File: config.mk
export PLATFORM = sky130hd
export DESIGN_NAME = cache_mem_arbiter_flat
export DESIGN_NICKNAME = d
export VERILOG_FILES = /design/src/rtl/cache_mem_arbiter_pkg.sv /design/src/rtl/cache_mem_arbiter_if.sv /design/src/rtl/cache_mem_arbiter_arb_rr2.sv /design/src/rtl/cache_mem_arbiter.sv /design/src/flat_wrapper.sv
export SDC_FILE = /design/constraint.sdc
export NUM_CORES = 1
export LEC_CHECK = 0
export CORE_AREA = 2 2 345 347
export DETAILED_ROUTE_END_ITERATION = 8
export DIE_AREA = 0 0 347 349
export GPL_ROUTABILITY_DRIVEN = 0
export GPL_TIMING_DRIVEN = 0
export PLACE_DENSITY = 0.41
export SYNTH_ARGS = -nofsm -noshare
export SYNTH_HDL_FRONTEND = slang
export SYNTH_SLANG_ARGS = --single-unit
File: constraint.sdc
create_clock -name clk -period 2.2 [get_ports clk]
set_clock_uncertainty 0.15 [all_clocks]
set_input_delay 0.44 -clock clk [delete_from_list [all_inputs] [get_ports clk]]
set_output_delay 0.44 -clock clk [all_outputs]
set_load 0.01 [all_outputs]
File: src/rtl/cache_mem_arbiter_pkg.sv
// Shared types and constants for the two-port cache/memory arbiter.
// Optional build macro: CACHE_ARB_FIXED_PRIO_EN (fixed data-cache priority on ties).
package cache_arb_pkg;

    typedef enum logic [1:0] {
        IDLE    = 2'd0,
        READ    = 2'd1,
        WRITE   = 2'd2,
        RELEASE = 2'd3
    } arb_state_t;

    localparam logic PORT_ICACHE = 1'b0;
    localparam logic PORT_DCACHE = 1'b1;

`ifdef CACHE_ARB_FIXED_PRIO_EN
    localparam logic FIXED_PRIO = 1'b1;
`else
    localparam logic FIXED_PRIO = 1'b0;
`endif

endpackage

File: src/rtl/cache_mem_arbiter_if.sv
// Line-wide memory port bundle between the arbiter (master) and the
// memory model/controller (slave).
interface cache_mem_arbiter_if #(
    parameter int ADDR_W = 32,
    parameter int LINE_W = 128
) ();

    logic              o_mem_read;
    logic              o_mem_write;
    logic [ADDR_W-1:0] o_mem_addr;
    logic [LINE_W-1:0] o_mem_writedata;
    logic [LINE_W-1:0] i_mem_data;
    logic              i_mem_r_ready;
    logic              i_mem_w_ready;

    modport master (
        output o_mem_read,
        output o_mem_write,
        output o_mem_addr,
        output o_mem_writedata,
        input  i_mem_data,
        input  i_mem_r_ready,
        input  i_mem_w_ready
    );

    modport slave (
        input  o_mem_read,
        input  o_mem_write,
        input  o_mem_addr,
        input  o_mem_writedata,
        output i_mem_data,
        output i_mem_r_ready,
        output i_mem_w_ready
    );

endinterface

File: src/rtl/cache_mem_arbiter_arb_rr2.sv
// Two-way grant picker: a lone requester always wins; on a tie the winner
// is the pointer port, or the data cache when fixed priority is selected.
module arb_rr2
    import cache_arb_pkg::*;
(
    input  logic [1:0] req,
    input  logic       ptr,
    input  logic       fixed_prio,
    output logic       grant
);

    // Pick the winning port index from the request pair.
    always_comb begin
        grant = ptr;
        case (req)
            2'b01:   grant = PORT_ICACHE;
            2'b10:   grant = PORT_DCACHE;
            2'b11:   grant = fixed_prio ? PORT_DCACHE : ptr;
            default: grant = ptr;
        endcase
    end

endmodule

File: src/rtl/cache_mem_arbiter.sv
// Shares one line-wide memory port between the instruction cache (port 0)
// and the data cache (port 1). One transaction is granted at a time, the
// grant is held until memory completes, then a one-cycle RELEASE gap lets
// the requester drop its level before re-arbitration.
// Optional build macro: CACHE_ARB_FIXED_PRIO_EN (pointer frozen, port 1 wins ties).
module cache_mem_arbiter
    import cache_arb_pkg::*;
#(
    parameter int ADDR_W = 32,
    parameter int LINE_W = 128
) (
    input  logic              clk,
    input  logic              reset,

    input  logic              i_c0_read,
    input  logic              i_c0_write,
    input  logic [ADDR_W-1:0] i_c0_addr,
    input  logic [LINE_W-1:0] i_c0_writedata,
    output logic [LINE_W-1:0] o_c0_data,
    output logic              o_c0_r_ready,
    output logic              o_c0_w_ready,

    input  logic              i_c1_read,
    input  logic              i_c1_write,
    input  logic [ADDR_W-1:0] i_c1_addr,
    input  logic [LINE_W-1:0] i_c1_writedata,
    output logic [LINE_W-1:0] o_c1_data,
    output logic              o_c1_r_ready,
    output logic              o_c1_w_ready,

    cache_mem_arbiter_if.master mem,

    output logic              o_owner
);

    arb_state_t        state_q, state_d;
    logic              owner_q, owner_d;
    logic              ptr_q, ptr_d;
    logic              mem_read_q, mem_read_d;
    logic              mem_write_q, mem_write_d;
    logic [ADDR_W-1:0] mem_addr_q, mem_addr_d;
    logic [LINE_W-1:0] mem_wdata_q, mem_wdata_d;

    logic [1:0]        req;
    logic              grant;
    logic              win_write;

    assign req = {i_c1_read | i_c1_write, i_c0_read | i_c0_write};

    arb_rr2 u_arb_rr2 (
        .req        (req),
        .ptr        (ptr_q),
        .fixed_prio (FIXED_PRIO),
        .grant      (grant)
    );

    // Next-state logic: grant in IDLE, wait for memory completion, then
    // spend one RELEASE cycle advancing the priority pointer.
    always_comb begin
        state_d     = state_q;
        owner_d     = owner_q;
        ptr_d       = ptr_q;
        mem_read_d  = mem_read_q;
        mem_write_d = mem_write_q;
        mem_addr_d  = mem_addr_q;
        mem_wdata_d = mem_wdata_q;
        win_write   = 1'b0;

        case (state_q)
            IDLE: begin
                if (|req) begin
                    win_write   = (grant == PORT_DCACHE) ? i_c1_write : i_c0_write;
                    owner_d     = grant;
                    mem_addr_d  = (grant == PORT_DCACHE) ? i_c1_addr : i_c0_addr;
                    mem_wdata_d = (grant == PORT_DCACHE) ? i_c1_writedata : i_c0_writedata;
                    if (win_write) begin
                        mem_write_d = 1'b1;
                        state_d     = WRITE;
                    end else begin
                        mem_read_d  = 1'b1;
                        state_d     = READ;
                    end
                end
            end
            READ: begin
                if (mem.i_mem_r_ready) begin
                    mem_read_d = 1'b0;
                    state_d    = RELEASE;
                end
            end
            WRITE: begin
                if (mem.i_mem_w_ready) begin
                    mem_write_d = 1'b0;
                    state_d     = RELEASE;
                end
            end
            RELEASE: begin
`ifdef CACHE_ARB_FIXED_PRIO_EN
                ptr_d   = ptr_q;
`else
                ptr_d   = ~owner_q;
`endif
                state_d = IDLE;
            end
            default: begin
                state_d = IDLE;
            end
        endcase
    end

    // State and memory-side registers; reset abandons any transaction in flight.
    always_ff @(posedge clk) begin
        if (!reset) begin
            state_q     <= IDLE;
            owner_q     <= PORT_ICACHE;
            ptr_q       <= PORT_ICACHE;
            mem_read_q  <= 1'b0;
            mem_write_q <= 1'b0;
            mem_addr_q  <= '0;
            mem_wdata_q <= '0;
        end else begin
            state_q     <= state_d;
            owner_q     <= owner_d;
            ptr_q       <= ptr_d;
            mem_read_q  <= mem_read_d;
            mem_write_q <= mem_write_d;
            mem_addr_q  <= mem_addr_d;
            mem_wdata_q <= mem_wdata_d;
        end
    end

    assign mem.o_mem_read      = mem_read_q;
    assign mem.o_mem_write     = mem_write_q;
    assign mem.o_mem_addr      = mem_addr_q;
    assign mem.o_mem_writedata = mem_wdata_q;

    assign o_c0_r_ready = (state_q == READ)  & mem.i_mem_r_ready & (owner_q == PORT_ICACHE);
    assign o_c1_r_ready = (state_q == READ)  & mem.i_mem_r_ready & (owner_q == PORT_DCACHE);
    assign o_c0_w_ready = (state_q == WRITE) & mem.i_mem_w_ready & (owner_q == PORT_ICACHE);
    assign o_c1_w_ready = (state_q == WRITE) & mem.i_mem_w_ready & (owner_q == PORT_DCACHE);

    assign o_c0_data = mem.i_mem_data;
    assign o_c1_data = mem.i_mem_data;

    assign o_owner = owner_q;

endmodule

File: src/flat_wrapper.sv
// flat-port wrapper written by rule: the top's interface ports become plain ports
module cache_mem_arbiter_flat import cache_arb_pkg::*;
#(
    parameter int ADDR_W = 32,
    parameter int LINE_W = 128
)
  (clk, reset, i_c0_read, i_c0_write, i_c0_addr, i_c0_writedata, o_c0_data, o_c0_r_ready, o_c0_w_ready, i_c1_read, i_c1_write, i_c1_addr, i_c1_writedata, o_c1_data, o_c1_r_ready, o_c1_w_ready, o_owner, mem_o_mem_read, mem_o_mem_write, mem_o_mem_addr, mem_o_mem_writedata, mem_i_mem_data, mem_i_mem_r_ready, mem_i_mem_w_ready);
  cache_mem_arbiter_if #(.ADDR_W(ADDR_W), .LINE_W(LINE_W)) mem_i ();
  input  logic clk;
  input  logic reset;
  input  logic i_c0_read;
  input  logic i_c0_write;
  input  logic [ADDR_W-1:0] i_c0_addr;
  input  logic [LINE_W-1:0] i_c0_writedata;
  output logic [LINE_W-1:0] o_c0_data;
  output logic o_c0_r_ready;
  output logic o_c0_w_ready;
  input  logic i_c1_read;
  input  logic i_c1_write;
  input  logic [ADDR_W-1:0] i_c1_addr;
  input  logic [LINE_W-1:0] i_c1_writedata;
  output logic [LINE_W-1:0] o_c1_data;
  output logic o_c1_r_ready;
  output logic o_c1_w_ready;
  output logic o_owner;
  output wire logic [$bits(mem_i.o_mem_read)-1:0] mem_o_mem_read;
  output wire logic [$bits(mem_i.o_mem_write)-1:0] mem_o_mem_write;
  output wire logic [$bits(mem_i.o_mem_addr)-1:0] mem_o_mem_addr;
  output wire logic [$bits(mem_i.o_mem_writedata)-1:0] mem_o_mem_writedata;
  input wire logic [$bits(mem_i.i_mem_data)-1:0] mem_i_mem_data;
  input wire logic [$bits(mem_i.i_mem_r_ready)-1:0] mem_i_mem_r_ready;
  input wire logic [$bits(mem_i.i_mem_w_ready)-1:0] mem_i_mem_w_ready;
  assign mem_o_mem_read = mem_i.o_mem_read;
  assign mem_o_mem_write = mem_i.o_mem_write;
  assign mem_o_mem_addr = mem_i.o_mem_addr;
  assign mem_o_mem_writedata = mem_i.o_mem_writedata;
  assign mem_i.i_mem_data = mem_i_mem_data;
  assign mem_i.i_mem_r_ready = mem_i_mem_r_ready;
  assign mem_i.i_mem_w_ready = mem_i_mem_w_ready;
  cache_mem_arbiter #(.ADDR_W(ADDR_W), .LINE_W(LINE_W)) u_core (.clk(clk), .reset(reset), .i_c0_read(i_c0_read), .i_c0_write(i_c0_write), .i_c0_addr(i_c0_addr), .i_c0_writedata(i_c0_writedata), .o_c0_data(o_c0_data), .o_c0_r_ready(o_c0_r_ready), .o_c0_w_ready(o_c0_w_ready), .i_c1_read(i_c1_read), .i_c1_write(i_c1_write), .i_c1_addr(i_c1_addr), .i_c1_writedata(i_c1_writedata), .o_c1_data(o_c1_data), .o_c1_r_ready(o_c1_r_ready), .o_c1_w_ready(o_c1_w_ready), .mem(mem_i), .o_owner(o_owner));
endmodule
==> run_summary.xml <==
<?xml version="1.0" encoding="UTF-8"?>
<metrics>
  <group name="run">
    <metric name="max-cap-violations" unit="">0</metric>
  </group>
  <group name="synthesis">
    <metric name="synth_top_area_share" unit="%">34.1</metric>
    <metric name="postSynthNetCount" unit="">1486</metric>
    <metric name="post_synth_num_cell_types" unit="">26</metric>
    <metric name="seq_area_frac_synth" unit="%">34.1</metric>
    <metric name="total_of_flip_flops_plus_latches_after_synthesis" unit="">166</metric>
    <metric name="number_of_cells_produced_by_synthesis" unit="">1023</metric>
    <metric name="synth.cell_area" unit="um^2">9750</metric>
    <metric name="number_of_synthesis_warnings" unit="">0</metric>
    <metric name="synth_top_cell_by_area" unit="">sky130_fd_sc_hd__dfxtp_1</metric>
    <metric name="syn_area_per_cell" unit="um^2">9.53</metric>
    <metric name="synth.area.top_cells" unit="">sky130_fd_sc_hd__dfxtp_1 34%, sky130_fd_sc_hd__buf_4 20%, sky130_fd_sc_hd__o211a_1 17%</metric>
  </group>
  <group name="clocking">
    <metric name="cts_buffer_depth" unit="">2</metric>
    <metric name="clk-insertion-delay-late" unit="ns">0.50</metric>
    <metric name="total_cts_buffers" unit="">17</metric>
    <metric name="cts_tree" unit="">yes</metric>
    <metric name="clockRootBuffer" unit="">sky130_fd_sc_hd__clkbuf_16</metric>
    <metric name="worst_path_clk_slew" unit="ns">0.08</metric>
    <metric name="postCtsHoldBufs" unit="">0</metric>
    <metric name="cts_num_sinks" unit="">166</metric>
    <metric name="cts_htree_levels" unit="">4</metric>
  </group>
  <group name="sta">
    <metric name="min_period_over_period" unit="%">104</metric>
    <metric name="transition_at_the_pin_with_the_smallest_max_transition_slack" unit="ns">0.880</metric>
    <metric name="timing.setup.tns" unit="ns">-0.433</metric>
    <metric name="slew_headroom" unit="%">41.3</metric>
    <metric name="fmax" unit="GHz">0.437</metric>
    <metric name="period_minus_slack" unit="ns">2.29</metric>
    <metric name="final_hold_viol_count" unit="">0</metric>
    <metric name="postLayoutSetupSlackWorst" unit="ns">-0.0897</metric>
    <metric name="final-setup-viol-count" unit="">13</metric>
    <metric name="slew_viol_final" unit="">0</metric>
    <metric name="grt_setup_unrepaired" unit="">true</metric>
  </group>
  <group name="cells_and_area">
    <metric name="num-nets-final" unit="">2281</metric>
    <metric name="nFillCells" unit="">13200</metric>
    <metric name="multi_input_comb_area" unit="um^2">4490</metric>
    <metric name="area_growth_syn_to_layout" unit="%">114</metric>
    <metric name="ff_latch_area" unit="um^2">3330</metric>
    <metric name="final_core_util" unit="%">17.8</metric>
    <metric name="drive_gt1_share" unit="%">23.8</metric>
  </group>
  <group name="placement">
    <metric name="dp.final_hpwl" unit="um">57200</metric>
    <metric name="buffer_ports.inserted" unit="">749</metric>
  </group>
  <group name="pwr">
    <metric name="report.power.total" unit="uW">19200</metric>
    <metric name="worst_ir_drop_vdd" unit="mV">0.599</metric>
    <metric name="power_leakage" unit="uW">0.0100</metric>
    <metric name="power-per-cell-area" unit="nW/um^2">921</metric>
  </group>
  <group name="worst_setup_path">
    <metric name="critPathArrivalTime" unit="ns">2.54</metric>
    <metric name="path_max_fanout" unit="">6</metric>
    <metric name="critical_path.startpoint_type" unit="">input pin</metric>
    <metric name="required_time_at_the_worst_slack_endpoint" unit="ns">2.45</metric>
    <metric name="worstSetupPathType" unit="">in -&gt; reg</metric>
    <metric name="end_kind" unit="">register</metric>
  </group>
  <group name="routing">
    <metric name="detailedRoute.firstPassIterationCount" unit="">6</metric>
    <metric name="number_of_antenna_violating_nets_in_the_routed_design" unit="">0</metric>
    <metric name="detail_route.wirelength" unit="um">67300</metric>
    <metric name="drc" unit="">0</metric>
    <metric name="route.vias.total" unit="">10100</metric>
    <metric name="drt_iter0_markers" unit="">294</metric>
    <metric name="detail_route.wl_per_cell" unit="um">20.0</metric>
    <metric name="via_per_inst" unit="">3.00</metric>
  </group>
  <group name="worst_hold_path">
    <metric name="hp-class" unit="">in -&gt; reg</metric>
  </group>
  <group name="outcome">
    <metric name="violated_checks" unit="">negative setup slack</metric>
    <metric name="outcome" unit="">complete, but fails checks</metric>
  </group>
  <group name="floorplanning">
    <metric name="coreArea" unit="um^2">117000</metric>
    <metric name="floorplan.die_area" unit="um^2">121000</metric>
    <metric name="floorplan.initialDensity" unit="%">8.30</metric>
    <metric name="fp.dieW" unit="um">347</metric>
    <metric name="die_height" unit="um">349</metric>
    <metric name="fp-row-count" unit="">126</metric>
    <metric name="io_pins" unit="">879</metric>
  </group>
  <group name="global_routing">
    <metric name="grt_antenna_before_repair" unit="">8</metric>
    <metric name="grt_first_pass_wirelength" unit="um">88100</metric>
    <metric name="grt_overflow" unit="">0</metric>
    <metric name="grt_start_max_net_pins" unit="">18</metric>
    <metric name="grt_usage" unit="%">10.7</metric>
    <metric name="via_count_of_the_first_global_routing_pass" unit="">10300</metric>
  </group>
</metrics>
power by group:
part	internal [uW]	switching, uW	total (uW)
Clock	1570	1670	3240
Sequential	4290	729	5020
Combinational	5690	5270	11000
path summary, 6_finish.rpt:
check                                                    start                        endpoint  slack [ns]  cells after the start
worst min-delay path                                     reset          u_core.mem.o_mem_write        0.18                      3
worst max-delay path                                i_c1_write       u_core.mem.o_mem_addr[19]       -0.09                     12
worst max register to register               u_core.state_q[0]       u_core.mem.o_mem_addr[11]        0.11                      8
worst min register to register  u_core.mem.o_mem_writedata[78]  u_core.mem.o_mem_writedata[78]        0.35                      1
logic make-up after synthesis:
group	synth area share, %
flops	34.1
fa+ha+maj	0.898
mux	16.7
simple gates	7.02
compound gates	17.5
buf+inv	23.8
per-stage QoR:
stage / area, um^2 / hold slack (ns) / std cells / setup WS [ns]
6_report: 20900 / 0.176 / 3368 / -0.0897
5_1_grt: 20900 / 0.180 / 3368 / -0.117
4_1_cts: 20400 / 0.100 / 3359 / -0.0253
3_5_place_dp: 19200 / 0.335 / 3308 / -1.90
3_3_place_gp: 19200 / 0.327 / 3308 / -1.92
2_1_floorplan: 9800 / 0.319 / 1023 / -0.0452
layer usage:
metal,share of wire [%],GRT usage (%)
met5,0.079,0
met3,11,5.31
met2,53,20.2
met4,1.0,2.35
met1,35,10.3
Yosys cell counts (all sizes together):
cell    instances
nand2b          1
nor4b           1
o21a            1
ha              7
mux2i         161
nor2b           1
buf           284
a31o            1
a31oi           1
clkbuf         45
nor2            3
o211ai          3
a21oi           1
a222oi          1
o21ai           2
o211a         163
mux2            1
dfxtp         166
o31a            1
nand2         167
or2             1
inv             8
and3            3
critical path, cell delays in order:
cell and delay [ns]:
sky130_fd_sc_hd__buf_6 0.09, sky130_fd_sc_hd__or2_4 0.29, sky130_fd_sc_hd__ha_4 0.28, sky130_fd_sc_hd__mux2i_2 0.21
sky130_fd_sc_hd__buf_6 0.15, sky130_fd_sc_hd__buf_12 0.14, sky130_fd_sc_hd__buf_16 0.17, sky130_fd_sc_hd__buf_16 0.16
sky130_fd_sc_hd__buf_12 0.15, sky130_fd_sc_hd__mux2i_1 0.23, sky130_fd_sc_hd__nand2_1 0.08, sky130_fd_sc_hd__o211a_1 0.12
state kept, by name (all words and copies together) (netlist names):
register                    cells
u_core.mem.o_mem_read           1
u_core.state_q                  2
u_core.o_owner                  1
u_core.mem.o_mem_write          1
u_core.mem.o_mem_addr          32
u_core.mem.o_mem_writedata    128
u_core.ptr_q                    1
placed cells by master, fill, tap and decap left out, types with 2 or more instances in the layout:
| cell type | Yosys | final |
|---|---|---|
| sky130_fd_sc_hd__clkdlybuf4s15_2 | 0 | 3 |
| sky130_fd_sc_hd__dlygate4sd2_1 | 0 | 5 |
| sky130_fd_sc_hd__mux2i_1 | 161 | 119 |
| sky130_fd_sc_hd__and3_1 | 3 | 2 |
| sky130_fd_sc_hd__inv_2 | 0 | 2 |
| sky130_fd_sc_hd__buf_16 | 0 | 6 |
| sky130_fd_sc_hd__nand2_1 | 167 | 165 |
| sky130_fd_sc_hd__clkbuf_1 | 45 | 19 |
| sky130_fd_sc_hd__inv_6 | 0 | 6 |
| sky130_fd_sc_hd__clkbuf_2 | 0 | 9 |
| sky130_fd_sc_hd__clkbuf_8 | 0 | 4 |
| sky130_fd_sc_hd__inv_8 | 0 | 3 |
| sky130_fd_sc_hd__buf_12 | 0 | 13 |
| sky130_fd_sc_hd__dfxtp_1 | 166 | 164 |
| sky130_fd_sc_hd__o211a_1 | 163 | 163 |
| sky130_fd_sc_hd__buf_6 | 9 | 14 |
| sky130_fd_sc_hd__ha_4 | 0 | 3 |
| sky130_fd_sc_hd__clkinv_8 | 0 | 2 |
| sky130_fd_sc_hd__nand2_2 | 0 | 2 |
| sky130_fd_sc_hd__mux2i_2 | 0 | 26 |
| sky130_fd_sc_hd__clkdlybuf4s50_1 | 0 | 735 |
| sky130_fd_sc_hd__o211ai_1 | 3 | 3 |
| sky130_fd_sc_hd__buf_4 | 257 | 275 |
| sky130_fd_sc_hd__inv_1 | 8 | 6 |
| sky130_fd_sc_hd__mux2i_4 | 0 | 16 |
| sky130_fd_sc_hd__buf_8 | 0 | 3 |
| sky130_fd_sc_hd__clkbuf_4 | 0 | 13 |
| sky130_fd_sc_hd__ha_1 | 7 | 3 |
| sky130_fd_sc_hd__buf_2 | 17 | 3 |
| sky130_fd_sc_hd__dfxtp_4 | 0 | 2 |
| sky130_fd_sc_hd__clkbuf_16 | 0 | 21 |
| sky130_fd_sc_hd__nor2_1 | 3 | 2 |
timing repair:
action	CTS	global route
cloned	1	4
setup buffers	18	6
endpoints found under the setup margin	175	155
gates resized for setup	140	98
pin swaps	6	21
cell type report:
| class | instances | area share (%) |
|---|---|---|
| repair buffers | 778 | 37.8 |
| inverters | 8 | 0.144 |
| clock inverters | 13 | 0.630 |
| plain buffers | 327 | 12.5 |
| diodes | 1 | 0.0120 |
| flip-flops and latches | 166 | 16.0 |
| multi-input cells | 520 | 21.5 |
| well taps | 1536 | 9.21 |
| clock buffers | 19 | 2.17 |
No activity file was read; power rests on OpenSTA's default activity.
